`src/rtl/rpn_stack_ctrl.sv`:
```
// Stack controller for the RPN calculator: sequences reads/writes of an external 8-entry
// register file and tracks the stack depth. Define RPN_MUL_EN to build the MUL operation.
module rpn_stack_ctrl #(
    parameter int k = 16
) (
    input  logic         clk,
    input  logic         rst_n,
    input  logic         op_valid,
    output logic         op_ready,
    input  logic [2:0]   op_code,
    input  logic [k-1:0] op_data,
    output logic         done,
    output logic         err,
    output logic [3:0]   sp,
    output logic [2:0]   rf_writenum,
    output logic         rf_write,
    output logic [k-1:0] rf_data_in,
    output logic [7:0]   rf_readsel,
    input  logic [k-1:0] rf_data_out
);

    typedef enum logic [2:0] {
        IDLE = 3'd0,
        RD_A = 3'd1,
        RD_B = 3'd2,
        WB   = 3'd3,
        WB2  = 3'd4
    } state_t;

    localparam logic [2:0] OP_PUSH = 3'b000;
    localparam logic [2:0] OP_POP  = 3'b001;
    localparam logic [2:0] OP_ADD  = 3'b010;
    localparam logic [2:0] OP_SUB  = 3'b011;
    localparam logic [2:0] OP_MUL  = 3'b100;
    localparam logic [2:0] OP_DUP  = 3'b101;
    localparam logic [2:0] OP_SWAP = 3'b110;
    localparam logic [2:0] OP_CLR  = 3'b111;

    state_t         state_q, state_d;
    logic [3:0]     sp_q, sp_d;
    logic [2:0]     op_q, op_d;
    logic           fail_q, fail_d;
    logic [k-1:0]   a_q, a_d;
    logic [k-1:0]   b_q, b_d;
    logic           done_q, done_d;
    logic           err_q, err_d;
    logic           rf_write_q, rf_write_d;
    logic [2:0]     rf_writenum_q, rf_writenum_d;
    logic [k-1:0]   rf_data_in_q, rf_data_in_d;
    logic [7:0]     rf_readsel_q, rf_readsel_d;
    logic [2:0]     tos_idx_s;
    logic [2:0]     nos_idx_s;

    function automatic logic [7:0] onehot8(input logic [2:0] idx);
        onehot8 = 8'd1 << idx;
    endfunction

    // Decides at accept whether the op must be rejected for the current depth.
    function automatic logic op_rejected(input logic [2:0] code, input logic [3:0] depth);
        case (code)
            OP_PUSH: op_rejected = (depth == 4'd8);
            OP_POP:  op_rejected = (depth == 4'd0);
            OP_ADD:  op_rejected = (depth < 4'd2);
            OP_SUB:  op_rejected = (depth < 4'd2);
`ifdef RPN_MUL_EN
            OP_MUL:  op_rejected = (depth < 4'd2);
`else
            OP_MUL:  op_rejected = 1'b1;
`endif
            OP_DUP:  op_rejected = (depth == 4'd0) || (depth == 4'd8);
            OP_SWAP: op_rejected = (depth < 4'd2);
            OP_CLR:  op_rejected = 1'b0;
            default: op_rejected = 1'b1;
        endcase
    endfunction

    // sp==8 wraps to index 0 in 3 bits, so sp-1 still addresses entry 7.
    assign tos_idx_s = sp_q[2:0] - 3'd1;
    assign nos_idx_s = sp_q[2:0] - 3'd2;

    assign op_ready    = (state_q == IDLE);
    assign done        = done_q;
    assign err         = err_q;
    assign sp          = sp_q;
    assign rf_writenum = rf_writenum_q;
    assign rf_write    = rf_write_q;
    assign rf_data_in  = rf_data_in_q;
    assign rf_readsel  = rf_readsel_q;

    // Next-state, operand capture and next values of all registered outputs.
    always_comb begin
        state_d       = state_q;
        sp_d          = sp_q;
        op_d          = op_q;
        fail_d        = fail_q;
        a_d           = a_q;
        b_d           = b_q;
        done_d        = 1'b0;
        err_d         = 1'b0;
        rf_write_d    = 1'b0;
        rf_writenum_d = rf_writenum_q;
        rf_data_in_d  = rf_data_in_q;
        rf_readsel_d  = 8'd1;
        case (state_q)
            IDLE: begin
                if (op_valid) begin
                    op_d   = op_code;
                    fail_d = op_rejected(op_code, sp_q);
                    if (op_rejected(op_code, sp_q)) begin
                        state_d = WB;
                        done_d  = 1'b1;
                        err_d   = 1'b1;
                    end else begin
                        case (op_code)
                            OP_PUSH: begin
                                state_d       = WB;
                                done_d        = 1'b1;
                                rf_write_d    = 1'b1;
                                rf_writenum_d = sp_q[2:0];
                                rf_data_in_d  = op_data;
                            end
                            OP_POP, OP_CLR: begin
                                state_d = WB;
                                done_d  = 1'b1;
                            end
                            default: begin
                                state_d      = RD_A;
                                rf_readsel_d = onehot8(tos_idx_s);
                            end
                        endcase
                    end
                end else begin
                    state_d = IDLE;
                end
            end
            RD_A: begin
                a_d = rf_data_out;
                if (op_q == OP_DUP) begin
                    state_d       = WB;
                    done_d        = 1'b1;
                    rf_write_d    = 1'b1;
                    rf_writenum_d = sp_q[2:0];
                    rf_data_in_d  = rf_data_out;
                end else begin
                    state_d      = RD_B;
                    rf_readsel_d = onehot8(nos_idx_s);
                end
            end
            RD_B: begin
                // rf_data_out is NOS here; A was captured one cycle earlier.
                b_d           = rf_data_out;
                state_d       = WB;
                done_d        = (op_q != OP_SWAP);
                rf_write_d    = 1'b1;
                rf_writenum_d = nos_idx_s;
                case (op_q)
                    OP_ADD:  rf_data_in_d = rf_data_out + a_q;
                    OP_SUB:  rf_data_in_d = rf_data_out - a_q;
`ifdef RPN_MUL_EN
                    OP_MUL:  rf_data_in_d = rf_data_out * a_q;
`endif
                    default: rf_data_in_d = a_q;
                endcase
            end
            WB: begin
                if ((op_q == OP_SWAP) && !fail_q) begin
                    state_d       = WB2;
                    done_d        = 1'b1;
                    rf_write_d    = 1'b1;
                    rf_writenum_d = tos_idx_s;
                    rf_data_in_d  = b_q;
                end else begin
                    state_d = IDLE;
                    if (!fail_q) begin
                        case (op_q)
                            OP_PUSH, OP_DUP:                 sp_d = sp_q + 4'd1;
                            OP_POP, OP_ADD, OP_SUB, OP_MUL: sp_d = sp_q - 4'd1;
                            OP_CLR:                          sp_d = 4'd0;
                            default:                         sp_d = sp_q;
                        endcase
                    end else begin
                        sp_d = sp_q;
                    end
                end
            end
            WB2: begin
                state_d = IDLE;
            end
            default: begin
                state_d = IDLE;
            end
        endcase
    end

    // State, operand and output registers.
    always_ff @(posedge clk or negedge rst_n) begin
        if (!rst_n) begin
            state_q       <= IDLE;
            sp_q          <= 4'd0;
            op_q          <= 3'd0;
            fail_q        <= 1'b0;
            a_q           <= '0;
            b_q           <= '0;
            done_q        <= 1'b0;
            err_q         <= 1'b0;
            rf_write_q    <= 1'b0;
            rf_writenum_q <= 3'd0;
            rf_data_in_q  <= '0;
            rf_readsel_q  <= 8'd1;
        end else begin
            state_q       <= state_d;
            sp_q          <= sp_d;
            op_q          <= op_d;
            fail_q        <= fail_d;
            a_q           <= a_d;
            b_q           <= b_d;
            done_q        <= done_d;
            err_q         <= err_d;
            rf_write_q    <= rf_write_d;
            rf_writenum_q <= rf_writenum_d;
            rf_data_in_q  <= rf_data_in_d;
            rf_readsel_q  <= rf_readsel_d;
        end
    end

endmodule

```
`config.mk`:
```
export PLATFORM = sky130hd
export DESIGN_NAME = rpn_stack_ctrl
export DESIGN_NICKNAME = d
export VERILOG_FILES = /design/src/rtl/rpn_stack_ctrl.sv
export SDC_FILE = /design/constraint.sdc
export NUM_CORES = 1
export LEC_CHECK = 0
export ABC_AREA = 1
export ABC_CLOCK_PERIOD_IN_PS = 3400
export BUFFER_PORTS_ARGS = -buffer_cell sky130_fd_sc_hd__buf_2
export CAP_MARGIN = 20
export CORE_UTILIZATION = 58
export CTS_CLUSTER_DIAMETER = 60
export DETAILED_ROUTE_END_ITERATION = 7
export GPL_ROUTABILITY_DRIVEN = 0
export PLACE_DENSITY = 0.81
export SLEW_MARGIN = 10
export SYNTH_ARGS = -nofsm -noshare
export SYNTH_HDL_FRONTEND = slang
export SYNTH_SLANG_ARGS = --single-unit
```
`constraint.sdc`:
```
create_clock -name clk -period 3.4 [get_ports clk]
set_input_delay 0 -clock clk [delete_from_list [all_inputs] [get_ports clk]]
set_output_delay 0 -clock clk [all_outputs]
set_load 0.01 [all_outputs]
```
* Word-level counts from Yosys, hierarchy flattened
Index checks and enable logic that the tools add are counted.
** Cells by class
- Bitwise logic cells :: 2
- Divide/modulo/power cells :: 0
- Mux-type cells :: 41
- $lt $le $gt $ge :: 1
- Shifts and indexed selects :: 2
- Reductions and logical operators :: 16
- $add $sub $neg :: 6
- Eq/ne operators :: 24
- $mul :: 0
** Operator list (number)
- $mux W16 :: 5
- $pmux W16 S4 :: 1
- $mux W8 :: 4
- $pmux W16 S2 :: 1
- $eq A3 B3 Y1 const B :: 8
- $pmux W3 S4 :: 2
- $mux W3 :: 7
- $eq A3 B2 Y1 const B :: 6
- $add A16 B16 Y16 :: 1
- $pmux W8 S2 :: 1
- $shl A1 B3 Y8 const A :: 2
- $sub A16 B16 Y16 :: 1
- $mux W1 :: 14
- $pmux W4 S3 :: 1
- $eq A3 B1 Y1 const B :: 3
- $logic_not A3 Y1 :: 3
- $ne A2 B2 Y1 const B :: 4
- $pmux W1 S4 :: 2
- $pmux W1 S6 :: 1
- $reduce_and A6 Y1 :: 1
- $reduce_or A3 Y1 :: 2
- $add A4 B1 Y4 const B :: 1
- $eq A4 B4 Y1 const B :: 1
- $logic_not A4 Y1 :: 1
- 17 further kinds :: 19
** Storage, ports and cells
- Register bits after elaboration :: 73
- Memory bits (read-only) :: 0
- Bits in latches :: 0
- RAM bits :: 0
- Bits of input ports :: 38
- Memories kept :: 0

* Logic depth before layout (Yosys ltp)
Gate-level depths: netlist of run 1.
- Word-level depth :: 8
- Mapped depth :: 23
- Depth with buffers taken out :: 23

* Worst setup path after synthesis of run 1
No wires, ideal clock.
- Kind :: register -> register
- From :: reg op_q[0]
- To :: reg rf_data_in_q[15] (netlist: rf_data_in[15])
- Path buffers :: 2
- Arrival time :: 2.406 ns
- Setup slack :: 0.878 ns
- Stages on the path, launching flop included :: 21
- Period minus slack after synthesis :: 2.522 ns
- Data required time :: 3.284 ns
- Setup time :: 0.116 ns
- Cells stage by stage :: dfrtp_1 > buf_2 > nand3_2 > buf_6 > nand2_1 > nand2_1 > nor2_2 > a31oi_1 > xor2_1 > ha_1 > nand2_1 > nor3_1 > nand2_1 > nand2_1 > nand3_1 > nand2_1 > nand2_1 > nand2_1 > nand2_1 > nand2_1 > nand2_1
** On the way
- Cells in the longest elaborated chain, start to end :: 4
** Ends and longest elaborated chain
- start, declared :: RTL line 41 : logic [2:0] op_q, op_d;
- start signal, assigned :: RTL line 213 : op_q <= op_d;
- $eq A3 B3 Y1 :: RTL line 166 : if ((op_q == OP_SWAP) && !fail_q) begin
- $logic_and A1 B1 Y1 :: RTL line 166
- $ne A2 B2 Y1 (no line)
- $reduce_and A6 Y1 (no line)
- end signal, assigned :: RTL line 221 : rf_data_in_q <= rf_data_in_d;
- end, declared :: RTL line 49 : logic [k-1:0] rf_data_in_q, rf_data_in_d;
Several ways; a longest one is shown, not always the timed one.
A chain may end at the register's enable or synchronous reset.

* Worst setup path after layout of run 1
- From :: reg op_q[0]
- To :: reg rf_data_in_q[14] (netlist: rf_data_in[14])
The elaborated chain is that of the path after synthesis.

==> run summary, run 1 <==
### Logic synthesis
* 0 — count of warnings emitted by yosys
* 769 — net count after synthesis
* dfrtp_1 — most used flip-flop cell after synthesis
* nand2_1 (200), inv_1 (98), dfrtp_1 (72) — leading post-synthesis cells by instance count
* 0 — EDFF count, synth
* 73 — number of synthesized register bits
* 5064 µm² — post-synthesis cell area
* nand2_1 — leading cell type by number of instances after synthesis
* 0.3610 — part of the Yosys area used for sequential elements
* dfrtp_1 (36%), nand2_1 (15%), inv_1 (7.3%), ha_1 (5.7%), o21ai_0 (5.3%) — largest cells by area after synthesis
* 0.3558 — top cell type's share of synthesized area
* 7.172 µm² — Avg Synthesized Cell Area
* 1.000 — Post-synth ARST share
* 706 — gate count of the mapped netlist
* 47 — number of distinct library cell variants in the gate-level netlist after synthesis
* dfrtp_1 — leading area contributor after synthesis

### STA
* 643.2 ps — slew at the pin closest to its max-slew limit
* 0.5712 — relative slew slack
* 2996 ps — min Tclk post-route
* 333.8 MHz — maximum clock rate
* 0 ps — Final TNS setup
* 13.55 ps — Worst Clk Skew
* 0.8812 — part of the cycle the worst path needs
* 14.43 ps — Worst Hold Margin
* 0 — number of max-slew violations in the final report
* false — unrepaired setup endpoints after global routing
* 0 — total setup violations reported at the end of the flow
* 0 — final hold violations

### Drt
* 5.569 — Vias/cell
* 5112 — vias after detailed routing
* 0 — Remaining DRCs
* 14.34 mm — aggregate routed wire length
* 15.63 µm — routed length per placed instance
* 5 — Detailed Routing Iterations Pass 1
* 312 — initial detailed-routing violation count
* 0 — Final ANT Viol Nets

### Setup path
* 11 — crit path max fanout
* nand2_1 — Top cell by count, worst path
* simple AND/OR/NAND/NOR gates — kind of cell adding the most delay to the critical path
* dfrtp_1 — Critical-path top delay cell
* 400 ps — reg-to-reg setup timing slack
* 500 ps — longest individual stage delay on the worst path
* 3240 ps — data arrival time of the critical path
* flip-flop — startpoint class of the critical path
* flip-flop — endpoint class of the critical path
* reg2reg — critical path class
* 0 — crit path buf inv count
* 3640 ps — Req. time, crit path
* nand3_2, nand2_1, nand2_1, nor2_2, a31oi_1, xor2_1, ha_1, nand2_1, nor2_1, and2_1, nand2_1, nand3_1, nand3_1, nand2_1, nand2_1, nand2_1, nand2_1 — cells traversed along the worst timing path

### Clock network
* 360 ps — clock network latency to the later pin of the worst-skew pair
* 2 — clock tree buffer depth
* clkbuf_8 — clock root buffer
* done — clock tree from TritonCTS
* 70 ps — clock input transition at the sequential cells of the worst setup and hold paths
* 0 — CTS-repair resized insts
* 3 — CTS HTree Levels
* 9 — Inserted Clock Buffers
* 73 — TritonCTS sink count

### Job
* 0 — Max-cap violations

### Cells and area
* 18.93% — Layout Area Growth over Synthesis
* 688 — count of filler cells inserted in the layout
* 871 — post-layout net count
* 0 — number of diodes added for antenna fixing
* 0.1538 — fraction of final layout cells sized beyond drive strength 1
* 918 — final std cells w/o fill
* 0.7220 — Post-Route Utilization

### Die
* 95.44 µm — Die Height
* 9108 µm² — die outline area
* 73 — number of top-level design ports
* 33 — Row Count
* 0.6071 — initial standard-cell utilization of the core
* 8341 µm² — core region area
* 95.44 µm — Die X

### Power
* 0.003260 µW — leakage power summed over all cells
* 1092 nW/µm² — power density of the placed cells
* 0.7709 mV — worst-case vdd ir drop

### Placement
* 72 — number of buffers inserted by port buffering
* 10.40 mm — Detail Placement HPWL
* 867 — placed cell count

### Global routing
* 0 — initial antenna violation count
* 0 — remaining global-route overflow
* 23.26 mm — wire length of the first global-routing pass
* 47 — pin count of the biggest net entering global routing
* 4894 — via count of the first global-routing pass
* 0.3376 — all-layer global routing usage

### Status
* finished, final reports clean — run status

### Min path
* in2reg — worst hold path class

-- layout by cell type (no fill, tap or decap), drive strengths merged, types with 5 or more instances in the layout --
cell type and count:
dlygate4sd3 35, xor2 20, o21bai 9, nand3 50
dfrtp 72, o21ai 63, nand2 205, clkbuf 10
a21oi 26, a211oi 8, nor2 54, inv 112
nand4 5, o21a 10, buf 76, ha 23
-- stage by stage --
| step | area [µm²] | power (µW) | setup slack (ps) |
|---|---|---|---|
| floorplan | 5064 | 4693 | 877.7 |
| global placement | 5468 | 5597 | 573.5 |
| detailed placement | 5468 | 5746 | 444.3 |
| CTS | 6012 | 6514 | 421.1 |
| global route | 6022 | 7201 | 91.12 |
| finish | 6022 | 6579 | 403.9 |
-- final cells by class --
class,count,area (µm²),area share
clock buffer,10,137.6,0.02285
clock inverter,6,66.31,0.01101
inverter,111,419.2,0.06960
multi-input combinational,502,2699,0.4482
sequential,73,1828,0.3036
tap,105,131.4,0.02182
timing repair buffer,111,740.7,0.1230
-- per-layer routing --
metal	share of wire	global-route usage	wire, µm	vias to the layer above
met4	0.042	0.1791	600	0
met3	0.061	0.05183	882	49
met5	0	0	0	-
met2	0.47	0.5452	6784	220
li1	-	-	-	2471
met1	0.42	0.4364	6076	2372
-- state kept, by name (all words and copies together), names as in the netlist, 3 cells and up --
signal,flops
a_q,16
rf_data_in,16
state_q,3
sp,4
b_q,16
rf_writenum,3
rf_readsel,8
op_q,3
-- path summary, 6_finish.rpt --
check                              start             end  depth (start not counted)
max                              op_q[0]  rf_data_in[14]                         17
max in group asynchronous          rst_n  rf_data_in[14]                          3
min in group asynchronous          rst_n  rf_writenum[2]                          2
max reg2reg                      op_q[0]  rf_data_in[14]                         17
min reg2reg                rf_data_in[0]   rf_data_in[0]                          2
min                          op_data[15]  rf_data_in[15]                          4
-- report_power, final --
part           switching (µW)  total, µW  internal (µW)
Clock                     350        709            360
Sequential                290       1560           1270
Combinational            2840       4310           1470
Total                    3480       6580           3100
-- cell families (layout without fill, tap and decap cells) --
family,Yosys count,after routing,share of synthesized area
buffers and inverters,131,238,0.1060
adder cells (fa/ha/maj),25,25,0.06474
flip-flops,73,73,0.3610
XOR/XNOR,21,21,0.03632
AND/OR/NAND/NOR,322,322,0.2735
AO/OA/AOI/OAI,134,134,0.1584
-- worst min-delay path, stage by stage --
cell     delay (ps)
buf_2           100
o21a_1          130
nand2_1          60
nand2_1          50
-- what timing repair did --
action / 4_1_cts / 5_1_grt
hold endpoints to repair: 64 / 1
buffers inserted: 0 / 0
endpoints found under the setup margin: 0 / 0
hold buffers: 34 / 1
Note: power is estimated with default switching activity, not from simulation.
==> inputs of run 2 (changes only) <==
--- a/config.mk
+++ b/config.mk
@@ -7,13 +7,13 @@
 export LEC_CHECK = 0
 export ABC_AREA = 1
 export ABC_CLOCK_PERIOD_IN_PS = 3400
-export BUFFER_PORTS_ARGS = -buffer_cell sky130_fd_sc_hd__buf_2
 export CAP_MARGIN = 20
-export CORE_UTILIZATION = 58
+export CORE_UTILIZATION = 51
 export CTS_CLUSTER_DIAMETER = 60
 export DETAILED_ROUTE_END_ITERATION = 7
+export DONT_BUFFER_PORTS = 1
 export GPL_ROUTABILITY_DRIVEN = 0
-export PLACE_DENSITY = 0.81
+export PLACE_DENSITY = 0.66
 export SLEW_MARGIN = 10
 export SYNTH_ARGS = -nofsm -noshare
 export SYNTH_HDL_FRONTEND = slang
==> run summary, run 2 (same netlist as run 1, synthesis figures left out) <==
### Die
* 10330 µm² — die outline area, +13%
* 101.6 µm — Die Height, +6.5%
* 0.5229 — initial standard-cell utilization of the core, -0.08424
* 9684 µm² — core region area, +16%
* 101.6 µm — Die X, +6.5%
* 36 — Row Count, +9.1%
* 73 — number of top-level design ports, unchanged

### Clock network
* 0 — CTS-repair resized insts, unchanged
* 90 ps — clock input transition at the sequential cells of the worst setup and hold paths, +20 ps
* clkbuf_8 — clock root buffer
* 2 — clock tree buffer depth, unchanged
* 0 — count of buffers added by post-CTS timing repair for setup, unchanged
* 73 — TritonCTS sink count, unchanged
* 3 — CTS HTree Levels, unchanged
* done — clock tree from TritonCTS
* 370 ps — clock network latency to the later pin of the worst-skew pair, about the same
* 9 — Inserted Clock Buffers, unchanged

### STA
* 2956 ps — min Tclk post-route, -40.15 ps
* 0 — number of max-slew violations in the final report, unchanged
* 0.6932 — relative slew slack, +0.1221
* 0 ps — Final TNS setup, unchanged
* 338.3 MHz — maximum clock rate, +1.4%
* 0.8694 — part of the cycle the worst path needs, -0.01181
* 459.0 ps — slew at the pin closest to its max-slew limit, -184.2 ps
* 0 — final hold violations, unchanged
* 0 — total setup violations reported at the end of the flow, unchanged
* 9.395 ps — Worst Clk Skew, -4.150 ps
* false — unrepaired setup endpoints after global routing

### Setup path
* 11 — crit path max fanout, unchanged
* 3660 ps — Req. time, crit path, +20 ps
* reg2reg — critical path class
* 18 — Worst Reg-to-Reg Cells, +1
* flip-flop — startpoint class of the critical path
* 3220 ps — data arrival time of the critical path, -20 ps
* flip-flop — endpoint class of the critical path

### Cells and area
* 949 — count of filler cells inserted in the layout, +38%
* 0.5911 — Post-Route Utilization, -0.1309
* 2699 µm² — area taken by multi-input logic gates, unchanged
* 1828 µm² — Reg area, unchanged
* 13.05% — Layout Area Growth over Synthesis
* 0 — number of diodes added for antenna fixing, unchanged
* nand2_1 — leading cell type in the layout, fill and taps excluded
* nand2_1 (200), inv_1 (98), dfrtp_1 (72), o21ai_0 (54), nor2_1 (48) — commonest cells after routing, fill and taps aside
* 802 — post-layout net count, -7.9%
* 0.07258 — fraction of final layout cells sized beyond drive strength 1, -0.08117

### Global routing
* 0 — remaining global-route overflow, unchanged
* 4597 — via count of the first global-routing pass, -6.1%
* 0.2852 — all-layer global routing usage, -0.05242
* 22.39 mm — wire length of the first global-routing pass, -3.7%
* 0 — initial antenna violation count, unchanged
* 74 — pin count of the biggest net entering global routing, +57%

### Drt
* 4696 — vias after detailed routing, -8.1%
* 5 — Detailed Routing Iterations Pass 1, unchanged
* 15.90 µm — routed length per placed instance, +1.7%
* 13.94 mm — aggregate routed wire length, -2.8%
* 305 — initial detailed-routing violation count, -2.2%
* 5.355 — Vias/cell, -3.8%
* 0 — Final ANT Viol Nets, unchanged
* 0 — Remaining DRCs, unchanged

### Job
* 0 — Max-cap violations, unchanged

### Status
* finished, final reports clean — run status

### Power
* 0.105 — Clk network pwr share, -0.003
* 2906 µW — internal power summed over all cells, -6.2%
* 3431 µW — net switching power figure, -1.4%
* 1107 nW/µm² — power density of the placed cells, +1.3%
* 0.5414 — Sw Share, +0.01225
* 0.633 — portion of total power attributed to combinational logic, -0.022
* 0.262 — power share of the sequential group, +0.025
* 0.002973 µW — leakage power summed over all cells, -8.8%
* 0.8248 mV — worst-case vdd ir drop, +7.0%

### Placement
* 0 — number of buffers inserted by port buffering, -100%
* 10.03 mm — Detail Placement HPWL, -3.6%

### Min path
* 7 — Worst Hold Path Cells, +3
* in2reg — worst hold path class

==> run 2: changes by cell type in the layout (fill, tap and decap cells not counted) <==
cell / previous run / this run
buf_16: 0 / 1
buf_2: 72 / 0
bufinv_16: 1 / 0
clkbuf_8: 10 / 9
clkinv_2: 1 / 0
clkinv_4: 0 / 2
clkinvlp_4: 3 / 1
dlygate4sd3_1: 35 / 37
inv_6: 1 / 4
==> run 2: what timing repair did <==
item                                    4_1_cts  5_1_grt
hold endpoints to repair                    128        0
hold buffers                                 38        0
endpoints found under the setup margin        0        0
==> run 2: critical path, cell delays in order, from the launching register on <==
cell	delay [ps]
dfrtp_1	490
nand3_2	300
nand2_1	220
o21ai_0	120
xor2_1	140
inv_1	60
ha_1	340
nand2_1	80
nand2_1	80
a21oi_1	290
nor2_1	100
nor2_1	160
nand2_1	80
nand2_1	60
nand3_1	80
nand2_1	90
nand2_1	50
nand2_1	60
nand2_1	40
==> run 2: final cells by class <==
| cell class | count | share of cell area |
|---|---|---|
| repair buffers | 42 | 0.07475 |
| clock inverters | 7 | 0.01049 |
| well taps | 133 | 0.02907 |
| flip-flops and latches | 73 | 0.3193 |
| multi-input cells | 502 | 0.4715 |
| clock buffers | 9 | 0.02164 |
| inverters | 111 | 0.07322 |
==> run 2: power by group through the flow <==
stage	registers [µW]	logic, µW	clock network [µW]
after floorplan	1580	3120	0
after global placement	1660	3820	0
after detailed placement	1680	3900	0
after CTS	1660	3970	668
after global routing	1720	4550	708
final	1660	4010	665
==> run 2: per-layer routing <==
metal,vias up,part of all wire,global-route usage
met5,-,0,0
met2,147,0.47,0.4906
met4,0,0.024,0.09253
met1,2185,0.45,0.3637
li1,2339,-,-
met3,25,0.051,0.04900
==> run 2: worst paths after layout <==
kind                             from  slack (ps)              to
setup reg to reg              op_q[0]         440  rf_data_in[13]
min in group asynchronous       rst_n         170   rf_data_in[9]
max in group asynchronous       rst_n        2900         b_q[15]
hold reg to reg                b_q[7]         490          b_q[7]
setup / recovery              op_q[0]         440  rf_data_in[13]
hold / removal             op_code[1]         110             err
==> run 2: stage by stage <==
step / total power (µW) / setup WS, ps / cell area (µm²) / cells / hold slack [ps]
2_1_floorplan: 4693 / 877.7 / 5064 / 706 / -295.6
3_5_place_dp: 5572 / 485.1 / 5142 / 823 / -293.3
3_3_place_gp: 5484 / 561.5 / 5142 / 823 / -293.9
4_1_cts: 6303 / 482.0 / 5724 / 877 / 94.26
6_report: 6337 / 444.0 / 5724 / 877 / 111.0
5_1_grt: 6978 / 170.3 / 5724 / 877 / 159.5
==> inputs of run 3 (changes only) <==
--- a/config.mk
+++ b/config.mk
@@ -5,7 +5,7 @@
 export SDC_FILE = /design/constraint.sdc
 export NUM_CORES = 1
 export LEC_CHECK = 0
-export ABC_AREA = 1
+export ABC_AREA = 0
 export ABC_CLOCK_PERIOD_IN_PS = 3400
 export CAP_MARGIN = 20
 export CORE_UTILIZATION = 51
@@ -13,6 +13,7 @@
 export DETAILED_ROUTE_END_ITERATION = 7
 export DONT_BUFFER_PORTS = 1
 export GPL_ROUTABILITY_DRIVEN = 0
+export HOLD_SLACK_MARGIN = 0.06
 export PLACE_DENSITY = 0.66
 export SLEW_MARGIN = 10
 export SYNTH_ARGS = -nofsm -noshare
==> run summary, run 3 <==
### Drt
* 0 — Final ANT Viol Nets, unchanged
* 4319 — vias after detailed routing, -8.0%
* 13.65 mm — aggregate routed wire length, -2.1%
* 0 — Remaining DRCs, unchanged
* 5 — Detailed Routing Iterations Pass 1, unchanged
* 254 — initial detailed-routing violation count, -17%
* 19.36 µm — routed length per placed instance, +22%
* 6.126 — Vias/cell, +14%

### STA
* 0.9376 — part of the cycle the worst path needs, +0.06819
* 313.7 MHz — maximum clock rate, -7.3%
* 0 — final hold violations, unchanged
* 844.3 ps — slew at the pin closest to its max-slew limit, +385.2 ps
* 0 — total setup violations reported at the end of the flow, unchanged
* 0.4371 — relative slew slack, -0.2561
* 3188 ps — min Tclk post-route, +231.8 ps
* 0 ps — Final TNS setup, unchanged
* false — unrepaired setup endpoints after global routing
* 0 — number of max-slew violations in the final report, unchanged
* 11.10 ps — Worst Clk Skew, +1.702 ps

### Cells and area
* 1828 µm² — Reg area, unchanged
* 652 — post-layout net count, -19%
* 0 — number of diodes added for antenna fixing, unchanged
* 15.34% — Layout Area Growth over Synthesis
* nand2_1 (72), dfrtp_1 (72), a21oi_1 (52), nor2_1 (49), o21ai_0 (42) — commonest cells after routing, fill and taps aside
* 806 — count of filler cells inserted in the layout, -15%
* 0.6035 — Post-Route Utilization, +0.01245
* 2800 µm² — area taken by multi-input logic gates, +3.8%
* 0.1061 — fraction of final layout cells sized beyond drive strength 1, +0.03348

### Global routing
* 0.2945 — all-layer global routing usage, +0.009275
* 74 — pin count of the biggest net entering global routing, unchanged
* 4393 — via count of the first global-routing pass, -4.4%
* 0 — initial antenna violation count, unchanged
* 22.52 mm — wire length of the first global-routing pass, +0.59%
* 0 — remaining global-route overflow, unchanged

### Setup path
* flip-flop — startpoint class of the critical path
* 3620 ps — Req. time, crit path, -40 ps
* flip-flop — endpoint class of the critical path
* 3410 ps — data arrival time of the critical path, +190 ps
* 5 — crit path max fanout, -6
* reg2reg — critical path class

### Die
* 0.5233 — initial standard-cell utilization of the core, about the same
* 35 — Row Count, -2.8%
* 9828 µm² — die outline area, -4.9%
* 73 — number of top-level design ports, unchanged
* 9196 µm² — core region area, -5.0%
* 99.14 µm — Die X, -2.5%
* 99.14 µm — Die Height, -2.5%

### Logic synthesis
* 8.718 µm² — Avg Synthesized Cell Area, +22%
* 73 — number of synthesized register bits, unchanged
* 1.000 — Post-synth ARST share, unchanged
* 552 — gate count of the mapped netlist, -22%
* 0.3799 — part of the Yosys area used for sequential elements, +0.01887
* dfrtp_1 — most used flip-flop cell after synthesis
* dfrtp_1 (37%), ha_1 (6.0%), nand2_1 (5.6%), a21oi_1 (5.4%), o21ai_0 (4.4%) — largest cells by area after synthesis
* 62 — number of distinct library cell variants in the gate-level netlist after synthesis, +32%
* dfrtp_1 — leading area contributor after synthesis
* 0 — EDFF count, synth, unchanged
* dfrtp_1 (72), nand2_1 (72), a21oi_1 (52) — leading post-synthesis cells by instance count
* 0 — count of warnings emitted by yosys, unchanged
* 0.3744 — top cell type's share of synthesized area, +0.01860
* 4812 µm² — post-synthesis cell area, -5.0%
* 615 — net count after synthesis, -20%

### Clock network
* 350 ps — clock network latency to the later pin of the worst-skew pair, -20 ps
* done — clock tree from TritonCTS
* 2 — clock tree buffer depth, unchanged
* 3 — CTS HTree Levels, unchanged
* 73 — TritonCTS sink count, unchanged
* clkbuf_8 — clock root buffer
* 80 ps — clock input transition at the sequential cells of the worst setup and hold paths, about the same
* 9 — Inserted Clock Buffers, unchanged
* 0 — count of buffers added by post-CTS timing repair for setup, unchanged

### Status
* finished, final reports clean — run status

### Placement
* 0 — number of buffers inserted by port buffering, unchanged
* 9.355 mm — Detail Placement HPWL, -6.7%

### Power
* 0.4473 mV — worst-case vdd ir drop, -46%
* 1157 nW/µm² — power density of the placed cells, +4.6%
* 0.002435 µW — leakage power summed over all cells, -18%

### Job
* 0 — Max-cap violations, unchanged

### Min path
* in2reg — worst hold path class

## run 3: power breakdown
group,switching [µW],leakage [µW],internal [µW]
sequential,502,0.000887,1290
clock,354,0.0000887,286
combinational,2300,0.00146,1690
## run 3: stage by stage
stage | instances | setup slack, ps | hold slack, ps | total power [µW] | cell area [µm²]
floorplan | 552 | 310.6 | -295.6 | 4696 | 4812
global placement | 650 | 226.4 | -293.3 | 5505 | 4951
detailed placement | 650 | 137.7 | -293.2 | 5621 | 4951
CTS | 705 | 100.9 | 61.82 | 6367 | 5539
global route | 705 | 14.36 | 94.21 | 7014 | 5550
finish | 705 | 212.2 | 69.91 | 6424 | 5550
## run 3: layout make-up
type	instances	share of cell area
clock buffers	10	0.02480
clock inverters	6	0.007665
inverters	18	0.01217
multi-input cells	431	0.5045
flip-flops and latches	73	0.3294
well taps	111	0.02502
repair buffers	56	0.09648
## run 3: what timing repair did
item	4_1_cts	5_1_grt
hold endpoints to repair	129	0
endpoints found under the setup margin	0	4
hold buffers	39	0
resized for setup	0	2
## run 3: logic make-up after synthesis
| logic type | Yosys count | synth area share |
|---|---|---|
| AO/OA/AOI/OAI | 175 | 0.2343 |
| XOR/XNOR | 33 | 0.06006 |
| adder cells (fa/ha/maj) | 25 | 0.06812 |
| buffers and inverters | 48 | 0.04056 |
| flip-flops | 73 | 0.3799 |
| multiplexers | 20 | 0.04628 |
| AND/OR/NAND/NOR | 178 | 0.1708 |
## run 3: worst paths after layout
check	startpoint	end	slack [ps]	cells past startpoint
setup / recovery	a_q[0]	rf_data_in[11]	210	12
hold / removal	rf_data_out[4]	rf_data_in[4]	70	4
setup reg to reg	a_q[0]	rf_data_in[11]	210	12
hold reg to reg	b_q[7]	b_q[7]	480	2
max in group asynchronous	rst_n	rf_readsel[0]	2880	2
min in group asynchronous	rst_n	rf_readsel[5]	200	2
## run 3: critical path, stage by stage (launching register included)
cell and delay, ps:
dfrtp_1 440, inv_1 110, ha_1 180, nor3b_4 230
nor2_1 70, xnor2_1 140, ha_1 350, a21o_1 210
o41a_1 430, a311o_1 400, xnor2_1 150, o41ai_1 250
a21oi_1 120
## run 3: per-layer routing
metal,up-vias,global-route usage,routed length [µm]
met5,-,0,0
met4,0,0.1188,469
met3,35,0.06535,980
met2,158,0.4621,6167
met1,2088,0.3984,6035
li1,2038,-,-
